File: src/rtl/pipeline_hazard_controller.sv
// pipeline_hazard_controller: decode-stage stall/squash sequencing with a load scoreboard and jump FSM.
// Optional outputs stall_cycles/squash_events are built when HAZARD_PERF_COUNTERS_EN is defined.
module pipeline_hazard_controller #(
    parameter int MAX_LOADS     = 4,
    parameter int SQUASH_CYCLES = 2
) (
    input  logic        clk,
    input  logic        rst,
    input  logic        dec_valid,
    input  logic [4:0]  dec_rs0,
    input  logic        dec_rs0_used,
    input  logic [4:0]  dec_rs1,
    input  logic        dec_rs1_used,
    input  logic [4:0]  dec_rd,
    input  logic        dec_writes,
    input  logic        dec_is_load,
    input  logic        dec_is_jump,
    input  logic        wb_load_valid,
    input  logic [4:0]  wb_load_reg,
    input  logic        jump_resolved,
    input  logic        jump_taken,
    output logic        stall,
    output logic        squash,
    output logic [31:0] pending,
    output logic [3:0]  load_count,
    output logic [1:0]  ctrl_state,
`ifdef HAZARD_PERF_COUNTERS_EN
    output logic [31:0] stall_cycles,
    output logic [15:0] squash_events,
`endif
    output logic        sb_error
);
    typedef enum logic [1:0] {RUN = 2'd0, JUMP_WAIT = 2'd1, FLUSH = 2'd2} state_t;

    state_t      r_state, w_next_state;
    logic [2:0]  r_flush_cnt, w_flush_next;
    logic [31:0] r_pending, w_pending_next, w_wb_mask, w_eff_pend;
    logic [3:0]  r_load_count, w_count_next;
    logic [4:0]  w_count_sum;
    logic        r_squash, r_sb_error;
    logic        w_hazard, w_issue, w_load_issue, w_wb_ok, w_wb_err;

    // Register file writes through, so a same-cycle writeback already resolves the hazard.
    assign w_wb_mask  = wb_load_valid ? (32'd1 << wb_load_reg) : 32'd0;
    assign w_eff_pend = r_pending & ~w_wb_mask;
    assign w_hazard   = (dec_rs0_used && w_eff_pend[dec_rs0]) ||
                        (dec_rs1_used && w_eff_pend[dec_rs1]) ||
                        (dec_writes && w_eff_pend[dec_rd]) ||
                        (dec_is_load && r_load_count == 4'(MAX_LOADS) && !wb_load_valid);

    assign stall        = rst && dec_valid && r_state != FLUSH && (w_hazard || r_state == JUMP_WAIT);
    assign w_issue      = dec_valid && !stall && r_state == RUN;
    assign w_load_issue = w_issue && dec_is_load;
    assign w_wb_ok      = wb_load_valid && r_pending[wb_load_reg] && r_load_count != 4'd0;
    assign w_wb_err     = wb_load_valid && !w_wb_ok;

    assign w_pending_next = (r_pending & ~(w_wb_ok ? w_wb_mask : 32'd0)) |
                            (w_load_issue ? (32'd1 << dec_rd) : 32'd0);
    assign w_count_sum    = {1'b0, r_load_count} + 5'(w_load_issue) - 5'(w_wb_ok);
    assign w_count_next   = w_count_sum > 5'(MAX_LOADS) ? 4'(MAX_LOADS) : w_count_sum[3:0];

    always_comb begin
        w_next_state = r_state;
        w_flush_next = r_flush_cnt;
        case (r_state)
            RUN:       if (w_issue && dec_is_jump) w_next_state = JUMP_WAIT;
            JUMP_WAIT: if (jump_resolved) begin
                w_next_state = jump_taken ? FLUSH : RUN;
                w_flush_next = 3'(SQUASH_CYCLES);
            end
            FLUSH: begin
                w_flush_next = r_flush_cnt - 3'd1;
                w_next_state = r_flush_cnt == 3'd1 ? RUN : FLUSH;
            end
            default:   w_next_state = RUN;
        endcase
    end

    always_ff @(posedge clk) begin
        if (!rst) begin
            r_state      <= RUN;
            r_flush_cnt  <= 3'd0;
            r_pending    <= 32'd0;
            r_load_count <= 4'd0;
            r_squash     <= 1'b0;
            r_sb_error   <= 1'b0;
        end else begin
            r_state      <= w_next_state;
            r_flush_cnt  <= w_flush_next;
            r_pending    <= w_pending_next;
            r_load_count <= w_count_next;
            r_squash     <= w_next_state == FLUSH;
            r_sb_error   <= r_sb_error | w_wb_err;
        end
    end

`ifdef HAZARD_PERF_COUNTERS_EN
    logic [31:0] r_stall_cycles;
    logic [15:0] r_squash_events;

    always_ff @(posedge clk) begin
        if (!rst) begin
            r_stall_cycles  <= 32'd0;
            r_squash_events <= 16'd0;
        end else begin
            if (stall && r_stall_cycles != '1) r_stall_cycles <= r_stall_cycles + 32'd1;
            if (r_state == JUMP_WAIT && w_next_state == FLUSH && r_squash_events != '1)
                r_squash_events <= r_squash_events + 16'd1;
        end
    end

    assign stall_cycles  = r_stall_cycles;
    assign squash_events = r_squash_events;
`endif

    assign squash     = r_squash;
    assign pending    = r_pending;
    assign load_count = r_load_count;
    assign ctrl_state = r_state;
    assign sb_error   = r_sb_error;
endmodule
File: config.mk
export PLATFORM = sky130hd
export DESIGN_NAME = pipeline_hazard_controller
export DESIGN_NICKNAME = d
export VERILOG_FILES = /design/src/rtl/pipeline_hazard_controller.sv
export SDC_FILE = /design/constraint.sdc
export NUM_CORES = 1
export LEC_CHECK = 0
export ABC_AREA = 1
export CAP_MARGIN = 20
export CORE_UTILIZATION = 40
export DETAILED_ROUTE_END_ITERATION = 16
export PLACE_DENSITY = 0.69
export REMOVE_ABC_BUFFERS = 1
export SLEW_MARGIN = 20
export SYNTH_ARGS = -nofsm -noshare
export SYNTH_HDL_FRONTEND = slang
export SYNTH_SLANG_ARGS = --single-unit
File: constraint.sdc
create_clock -name clk -period 6.4 [get_ports clk]
set_input_delay 1.92 -clock clk [delete_from_list [all_inputs] [get_ports clk]]
set_output_delay 1.92 -clock clk [all_outputs]
set_load 0.01 [all_outputs]
==> results summary, run 1 <==
The count of yosys warnings during synthesis came out at 0. The wire length of the first global-routing pass is approximately 29 mm. The first-pass iteration count of the detailed router is 5. The number of filler instances in the final layout is roughly 940. The total via count after detailed routing is roughly 5,500. The final layout net count is ~810.

The count of input and output buffers came out at 71. The clock period minus final worst setup slack is ~6 ns. The cell sitting at the root of the clock tree is a clkbuf_8. In the synthesized netlist, the number of instances is ~660.

A synthesized cell averages 6.015 um2. The cell area power density came out at around 140 nW/um2. In the routed design, unresolved DRC markers number 0.

On the final layout, the worst clock skew is between 0.01 and 0.015 ns. The floorplan row count came out at 35. The synthesis-to-finish area growth is 35.16%. The proportion of layout cells with a drive suffix above 1 is 15.25%.

The final cycle utilization of the critical path is about 95%. In the synthesized netlist the async set-or-reset flop fraction comes to 0%. slightly above 70 I/O pins were placed.

From bottom edge to top edge, the die measures a little over 100 um. The pin count of the biggest net entering global routing came out at 38. The half-perimeter wire length after placement came out at around 13 mm. The flow ran to the end, and the final reports show no timing, DRC or antenna violations.

The worst endpoint data arrival time is between 4 and 5 ns. The total overflow left after global routing is 0. The number of clock buffers inserted by TritonCTS is 5. The minimum setup slack after placement came out at -0.1118 ns. The placed standard-cell area is 5144 um2.

The final hold violation count came to 0. Summing every instance area after synthesis gives 3958 um2. The maximum resistive drop on vdd came out at between 0.1 and 0.15 mV. The delay of the slowest cell on the worst path is 0.45 ns. The critical-path cell with the highest stage delay is clkdlybuf4s50_1. The total global routing track utilization is a little under two fifths.

The final critical-path setup slack came out at ~0.35 ns. STA classifies the critical path startpoint as an input pin. The register-to-register setup slack is 2.80 ns. The number of library cell types mapped by synthesis is 39. The insertion delay to the later sink of the worst-skew pair is approximately 0.32 ns. Setup repair after global routing left no endpoint under its margin. The congestion estimate from routability-driven global placement came to between 1 and 1.5. The number of synthesized register bits came out at 43.

The signal on the critical path passes through clkdlybuf4s50_1, buf_12, inv_1, buf_6, nand4_2, nand3_1, nand3_1, nand3_2, nand3_1, nand2_1, nand2_1, nand3_1, nand4_2, nand2_4, inv_1, dlymetal6s2s_1. The highest fanout seen on the critical path is 16. The final count of pins violating max slew came out at 0.

The total die area came out at 10,300 um2. The kind of critical path is input pin to output port. The level count of the clock H-tree is 2. The starting density of the core is a little over two fifths. The post-route core utilization is between 50% and 60%. The total number of clock tree sinks is 43. The initial antenna violation count came out at 1. The routed wirelength normalized by instance count came out at 20.86 um. The remaining number of nets flagged by the antenna check after routing came out at 0.

For this run, the leading register cell type out of synthesis is dfxtp_1. The die extent in x came out at a little over 100 um. The area of all placed cells without fillers is between 5000 and 6000 um2. Max-cap violations in this run came to 0.

The worst path required time came out at about 4.5 ns. TritonCTS built the clock tree. The total wire length after detailed routing came out at 18.72 mm. The clock-pin slew on the worst setup and hold paths is about 0.090 ns.

The type of the tightest min-delay check is flip-flop to flip-flop. The clock passes through at most 2 buffers. In this run, synthesis inferred 0 flip-flops with an integrated enable. The leakage power figure is between 2 and 2.5 nW. The detailed router finished its first iteration with around 570 violations.

The count of endpoints failing setup in the final report is 0. The worst setup path is captured at an output port. The most frequent cell on the critical path is nand3_1. The region available for standard cell placement spans about 9400 um2. The sequential-to-total area share from yosys stat is between 20% and 30%.

The total of hold buffers inserted after clock tree synthesis is 0. Timing would allow up to about 0.17 GHz. The number of global-route vias before repair is 5,229.

The via density per instance came out at 6.146.
==> worst paths after layout <==
check	from	to	cells after the start
worst max-delay path	wb_load_reg[3]	stall	16
worst min-delay path	sb_error	sb_error	2
worst max register to register	pending[5]	load_count[1]	25
worst min register to register	sb_error	sb_error	2
==> through the flow <==
step,TNS (ns),hold slack [ns],power (mW),std cells
after global routing,0,0.5187,0.7922,896
after floorplan,0,0.4421,0.3937,615
after global placement,-0.08809,0.4501,0.5225,884
final,0,0.4752,0.7616,897
after detailed placement,-0.1118,0.4618,0.5249,884
after CTS,0,0.4846,0.7565,894
==> synthesized netlist by cell type, types with 2 or more instances <==
master / instances / area (um2)
a21oi_1: 53 / 265.3
a22oi_1: 9 / 67.56
buf_1: 5 / 18.77
buf_2: 13 / 65.06
buf_6: 7 / 78.83
clkbuf_1: 17 / 63.81
clkinv_1: 4 / 15.01
dfxtp_1: 43 / 860.8
ha_1: 8 / 100.1
inv_1: 49 / 183.9
inv_2: 2 / 7.510
nand2_1: 115 / 431.7
nand2_2: 3 / 18.77
nand3_1: 156 / 780.8
nand3_2: 6 / 60.06
nand4_1: 40 / 250.2
nand4_2: 4 / 50.05
nor2_1: 58 / 217.7
nor2_2: 3 / 18.77
nor2_4: 3 / 33.78
nor4_1: 4 / 25.02
o21ai_0: 31 / 155.2
o21ai_1: 7 / 35.03
xor2_1: 3 / 26.28
==> final cells by class <==
cell class	instances	area (um2)	area share [%]
Antenna cell	1	2.502	0.04678
Clock buffer	5	68.82	1.287
Clock inverter	3	47.55	0.8889
Inverter	56	211.5	3.953
Multi-Input combinational cell	516	2698	50.43
Sequential cell	43	860.8	16.09
Tap cell	129	161.4	3.018
Timing Repair Buffer	144	1299	24.28
==> what timing repair did <==
item	4_1_cts	5_1_grt
pin swaps	1	3
gates resized for setup	6	13
setup endpoints to repair	1	1
buffers inserted	2	2
==> critical path, delay by kind of cell <==
family / cells / cell delay (ns)
and+or+nand+nor: 10 / 1.07
buffers and inverters: 6 / 1.13
==> cells in the final DEF, fill, tap and decap left out, types with 2 or more instances in the layout <==
cell | netlist | layout
a21oi_1 | 53 | 52
a22oi_1 | 9 | 9
buf_12 | 0 | 2
buf_4 | 1 | 69
buf_6 | 7 | 2
clkbuf_8 | 0 | 5
clkdlybuf4s50_1 | 0 | 65
clkinv_1 | 4 | 4
dfxtp_1 | 43 | 43
dlygate4sd2_1 | 0 | 2
dlymetal6s2s_1 | 0 | 4
ha_1 | 8 | 8
inv_1 | 49 | 49
inv_2 | 2 | 2
nand2_1 | 115 | 115
nand2_2 | 3 | 3
nand3_1 | 156 | 151
nand3_2 | 6 | 11
nand4_1 | 40 | 40
nand4_2 | 4 | 4
nor2_1 | 58 | 53
nor2_2 | 3 | 8
nor2_4 | 3 | 3
nor3_2 | 1 | 2
nor4_1 | 4 | 4
o21ai_0 | 31 | 31
o21ai_1 | 7 | 7
xor2_1 | 3 | 3
==> cell families (layout without fill, tap and decap cells) <==
kind of cell | after synthesis | in the layout | share of synthesized area, %
and+or+nand+nor | 396 | 396 | 48.53
AOI/OAI and AO/OA | 107 | 107 | 14.67
buffers and inverters | 99 | 208 | 11.26
DFF | 43 | 43 | 21.75
adders and majority gates | 9 | 9 | 3.035
xor gates and xnor gates | 3 | 3 | 0.6640
other | 1 | 2 | 0.09476
==> metal layers <==
layer | up-vias | GRT usage [%] | share of wire (%)
met5 | - | 0 | 0
met2 | 395 | 58.24 | 44
met4 | 0 | 16.95 | 4.2
li1 | 2502 | - | -
met3 | 73 | 9.386 | 12
met1 | 2543 | 51.28 | 40
==> power by group <==
| part | total (mW) | switching (mW) | internal [mW] |
|---|---|---|---|
| Clock | 0.231 | 0.113 | 0.119 |
| Combinational | 0.252 | 0.159 | 0.0925 |
| Sequential | 0.279 | 0.00573 | 0.273 |
| Total | 0.762 | 0.277 | 0.484 |
==> flip-flops by register name (all words and copies together) (netlist names) <==
signal and flops:
squash 1, sb_error 1, r_flush_cnt 3, ctrl_state 2, pending 32, load_count 4
(Power assumes the default switching activity.)
==> run 2, diff against run 1 <==
--- a/config.mk
+++ b/config.mk
@@ -9,7 +9,9 @@
 export CAP_MARGIN = 20
 export CORE_UTILIZATION = 40
 export DETAILED_ROUTE_END_ITERATION = 16
+export GPL_TIMING_DRIVEN = 0
 export PLACE_DENSITY = 0.69
+export RECOVER_POWER = 100
 export REMOVE_ABC_BUFFERS = 1
 export SLEW_MARGIN = 20
 export SYNTH_ARGS = -nofsm -noshare
==> run 2 against run 1 <==
  * Die area unchanged
  * Setup slack got worse by 0.087 ns
  * Sequential cell count unchanged
  * Critical path type unchanged
  * Hold slack improved by 0.0094 ns
  * Global-route usage decreased by 3.2 points
  * Critical endpoint unchanged
  * Clock power increased by 2%
  * Power decreased by 1.9%
  * First-iteration DRC count decreased by 24%
  * Design area decreased by 5.7%
==> results summary, run 2 (same netlist as run 1, synthesis figures left out) <==
The flow ran to the end, and the final reports show no timing, DRC or antenna violations. The register area came out at 860.8 um2 (unchanged). The global-route track usage on met3 is 8.144% (-1.2 points). The post-route total power came out at 746.9 uW (-1.9%). The vertical die dimension came out at 101.5 um (unchanged). The placed instance count is 817 (-7.6%). The final weighted congestion of routability-driven global placement was 0.9636 (-14%). The level count of the clock H-tree came out at 2 (unchanged). The part of the total power dissipated in the clock network came out at 31.4% (+1.0 points). The final cycle utilization of the critical path came out at 95.88% (+1.4 points). The sequential fraction of design power came out at 37.3% (+0.7 points).

The floorplan row count is 35 (unchanged). In the layout the commonest cells are nand3_1 (149), nand2_1 (116), nor2_1 (55). The final critical-path setup slack came out at 0.2636 ns (-0.08650 ns). The path class of the tightest hold or removal check is flip-flop to flip-flop.

The count of input and output buffers is 71 (unchanged). The die extent in x is 101.5 um (unchanged). The slew at the pin with the worst max-slew slack came out at roughly 1.3 ns.

Leaving out fill and tap cells, the most frequent cell in the layout is nand3_1. The total wire length after detailed routing came out at 17.49 mm (-6.5%). Setup repair after global routing left no endpoint under its margin.

The final setup skew is 0.009437 ns (-0.003289 ns). The final count of pins violating max slew came out at 0 (unchanged). The combinational power share was 31.3% (-1.7 points). The number of cells in the finished layout apart from fillers is 850 (-5.2%).

The total via count after detailed routing came out at 5,189 (-5.9%). The count of antenna diodes in the layout is 0 (-1). The placed standard-cell area is 4616 um2 (-10%). The worst setup path is launched from an input pin.

The sum of negative setup slack is 0 ns (unchanged). The synthesis-to-finish area growth came out at 27.47%. The first-pass iteration count of the detailed router is 6 (+1). The total global routing track utilization is 35.07% (-3.2 points). The number of ports placed on the die boundary was 72 (unchanged). The clock-pin slew on the worst setup and hold paths came out at 0.10 ns (about the same).

The max capacitance violation total was 0 (unchanged). The via density per instance is 6.105 (-0.67%). Clock tree synthesis selected as its root buffer the cell clkbuf_8. The leakage power figure is 1.948 nW (-5.9%). The met1 routing resource usage after global routing came to 44.83% (-6.5 points). The insertion delay to the later sink of the worst-skew pair is 0.32 ns (about the same). The total area of multi-input combinational cells came to 2740 um2 (+1.6%). The DRC violations left is 0 (unchanged).

The flip-flop count of the largest register after layout came out at 32 (unchanged). The pin count of the biggest net entering global routing is 39 (+2.6%). The global routing stage identified its most utilized layer as met2. The initial antenna violation count came out at 0 (-1). The proportion of layout cells with a drive suffix above 1 is 11.79% (-3.5 points). The number of global-route vias before repair came out at 4,902 (-6.3%).

The minimum setup slack after placement is -1.297 ns (-1.185 ns). The minimum hold slack is 0.4846 ns (+0.009383 ns). The clock period minus final worst setup slack came out at 6.136 ns (+0.08650 ns). The half-perimeter wire length after placement came out at 11.64 mm (-14%). The element type at the critical path end is an output port. The worst endpoint data arrival time is 4.22 ns (+0.09 ns).

The area of all placed cells without fillers came to 5045 um2 (-5.7%). The critical path in this run is classified as input pin to output port. The wire length of the first global-routing pass came out at 26.88 mm (-8.2%). The met2 track utilization from global routing is 57.77% (-0.47 points). The worst path required time is 4.48 ns (about the same). The maximum clock frequency came out at 0.1630 GHz (-1.4%). TritonCTS built the clock tree. The highest fanout seen on the critical path is 11 (-5). The starting density of the core came out at 42.03% (unchanged). In this run the tightest slew margin relative to its limit is 11.95%. The routed wirelength normalized by instance count is 20.58 um (-1.4%).

The number of clock buffers inserted by TritonCTS is 5 (unchanged). The final hold violation count was 0 (unchanged). The core area came out at 9415 um2 (unchanged). The number of filler instances in the final layout came out at 970 (+3.5%).

The total die area came out at 10,300 um2 (unchanged). The final layout net count came out at 760 (-5.7%). The maximum resistive drop on vdd is 0.1115 mV (-6.3%). The number of DRC markers after the initial detailed-route iteration is 430 (-24%).

The global-route congestion overflow total is 0 (unchanged). The cell area power density came to 148.0 nW/um2 (+4.0%). The total number of clock tree sinks is 43 (unchanged).

The remaining number of nets flagged by the antenna check after routing is 0 (unchanged). The cell-internal power came out at 469.6 uW (-3.0%). The net switching power is 277.2 uW (about the same). The count of endpoints failing setup in the final report was 0 (unchanged). The net switching share of the total power came out at 37.12% (+0.70 points). The clock tree buffer depth came to 2 (unchanged). The post-route core utilization came out at 53.58% (-3.2 points).
run 2: changes by cell type in the layout (fill, tap and decap cells not counted), sizes merged:
cell,change
nand2,+1
buf,-45
dlymetal6s2s,-3
clkdlybuf4s50,-49
inv,-5
clkbuf,+2
clkinv,-1
clkinvlp,+6
dlygate4sd3,+42
diode,-1
clkdlybuf4s15,+2
dlygate4sd2,+4
run 2: per-layer routing:
metal / up-vias / wire (um)
met2: 289 / 8208
li1: 2407 / -
met1: 2442 / 7205
met5: - / 0
met3: 51 / 1578
met4: 0 / 501
run 2: cell type report:
cell class | count | share of cell area (%)
Sequential cell | 43 | 17.06
Inverter | 56 | 5.060
Tap cell | 129 | 3.199
Clock buffer | 5 | 1.364
Clock inverter | 3 | 0.9425
Timing Repair Buffer | 97 | 18.06
Multi-Input combinational cell | 517 | 54.32
run 2: path summary, 6_finish.rpt:
path	startpoint	to	slack, ns	cells after the start
hold / removal	r_flush_cnt[2]	r_flush_cnt[2]	0.48	2
setup reg to reg	pending[12]	load_count[1]	2.84	24
hold reg to reg	r_flush_cnt[2]	r_flush_cnt[2]	0.48	2
setup / recovery	wb_load_valid	stall	0.26	16
run 2: timing repair:
action	in CTS	in global routing
setup buffers	22	2
resized for setup	49	8
hold buffers	0	0
setup endpoints to repair	4	1
cloned	1	0
pin swaps	7	1
run 2: power groups by stage:
stage                     registers (mW)  logic, mW  clock network [mW]
final                              0.279      0.233               0.235
after global placement             0.285      0.204                   0
after global routing               0.280      0.252               0.248
after CTS                          0.279      0.230               0.236
after floorplan                    0.286      0.107                   0
after detailed placement           0.285      0.206                   0
run 2: worst max-delay path: stages:
cell and delay [ns]:
dlygate4sd3_1 0.60, inv_2 0.09, nor2_4 0.14, buf_12 0.17
nand3_1 0.18, nand3_1 0.12, nand3_1 0.08, nand3_1 0.11
nand3_1 0.10, nand2_1 0.11, nand2_1 0.05, nand3_1 0.10
nand4_4 0.14, nand2_8 0.11, inv_1 0.04, dlymetal6s2s_1 0.16
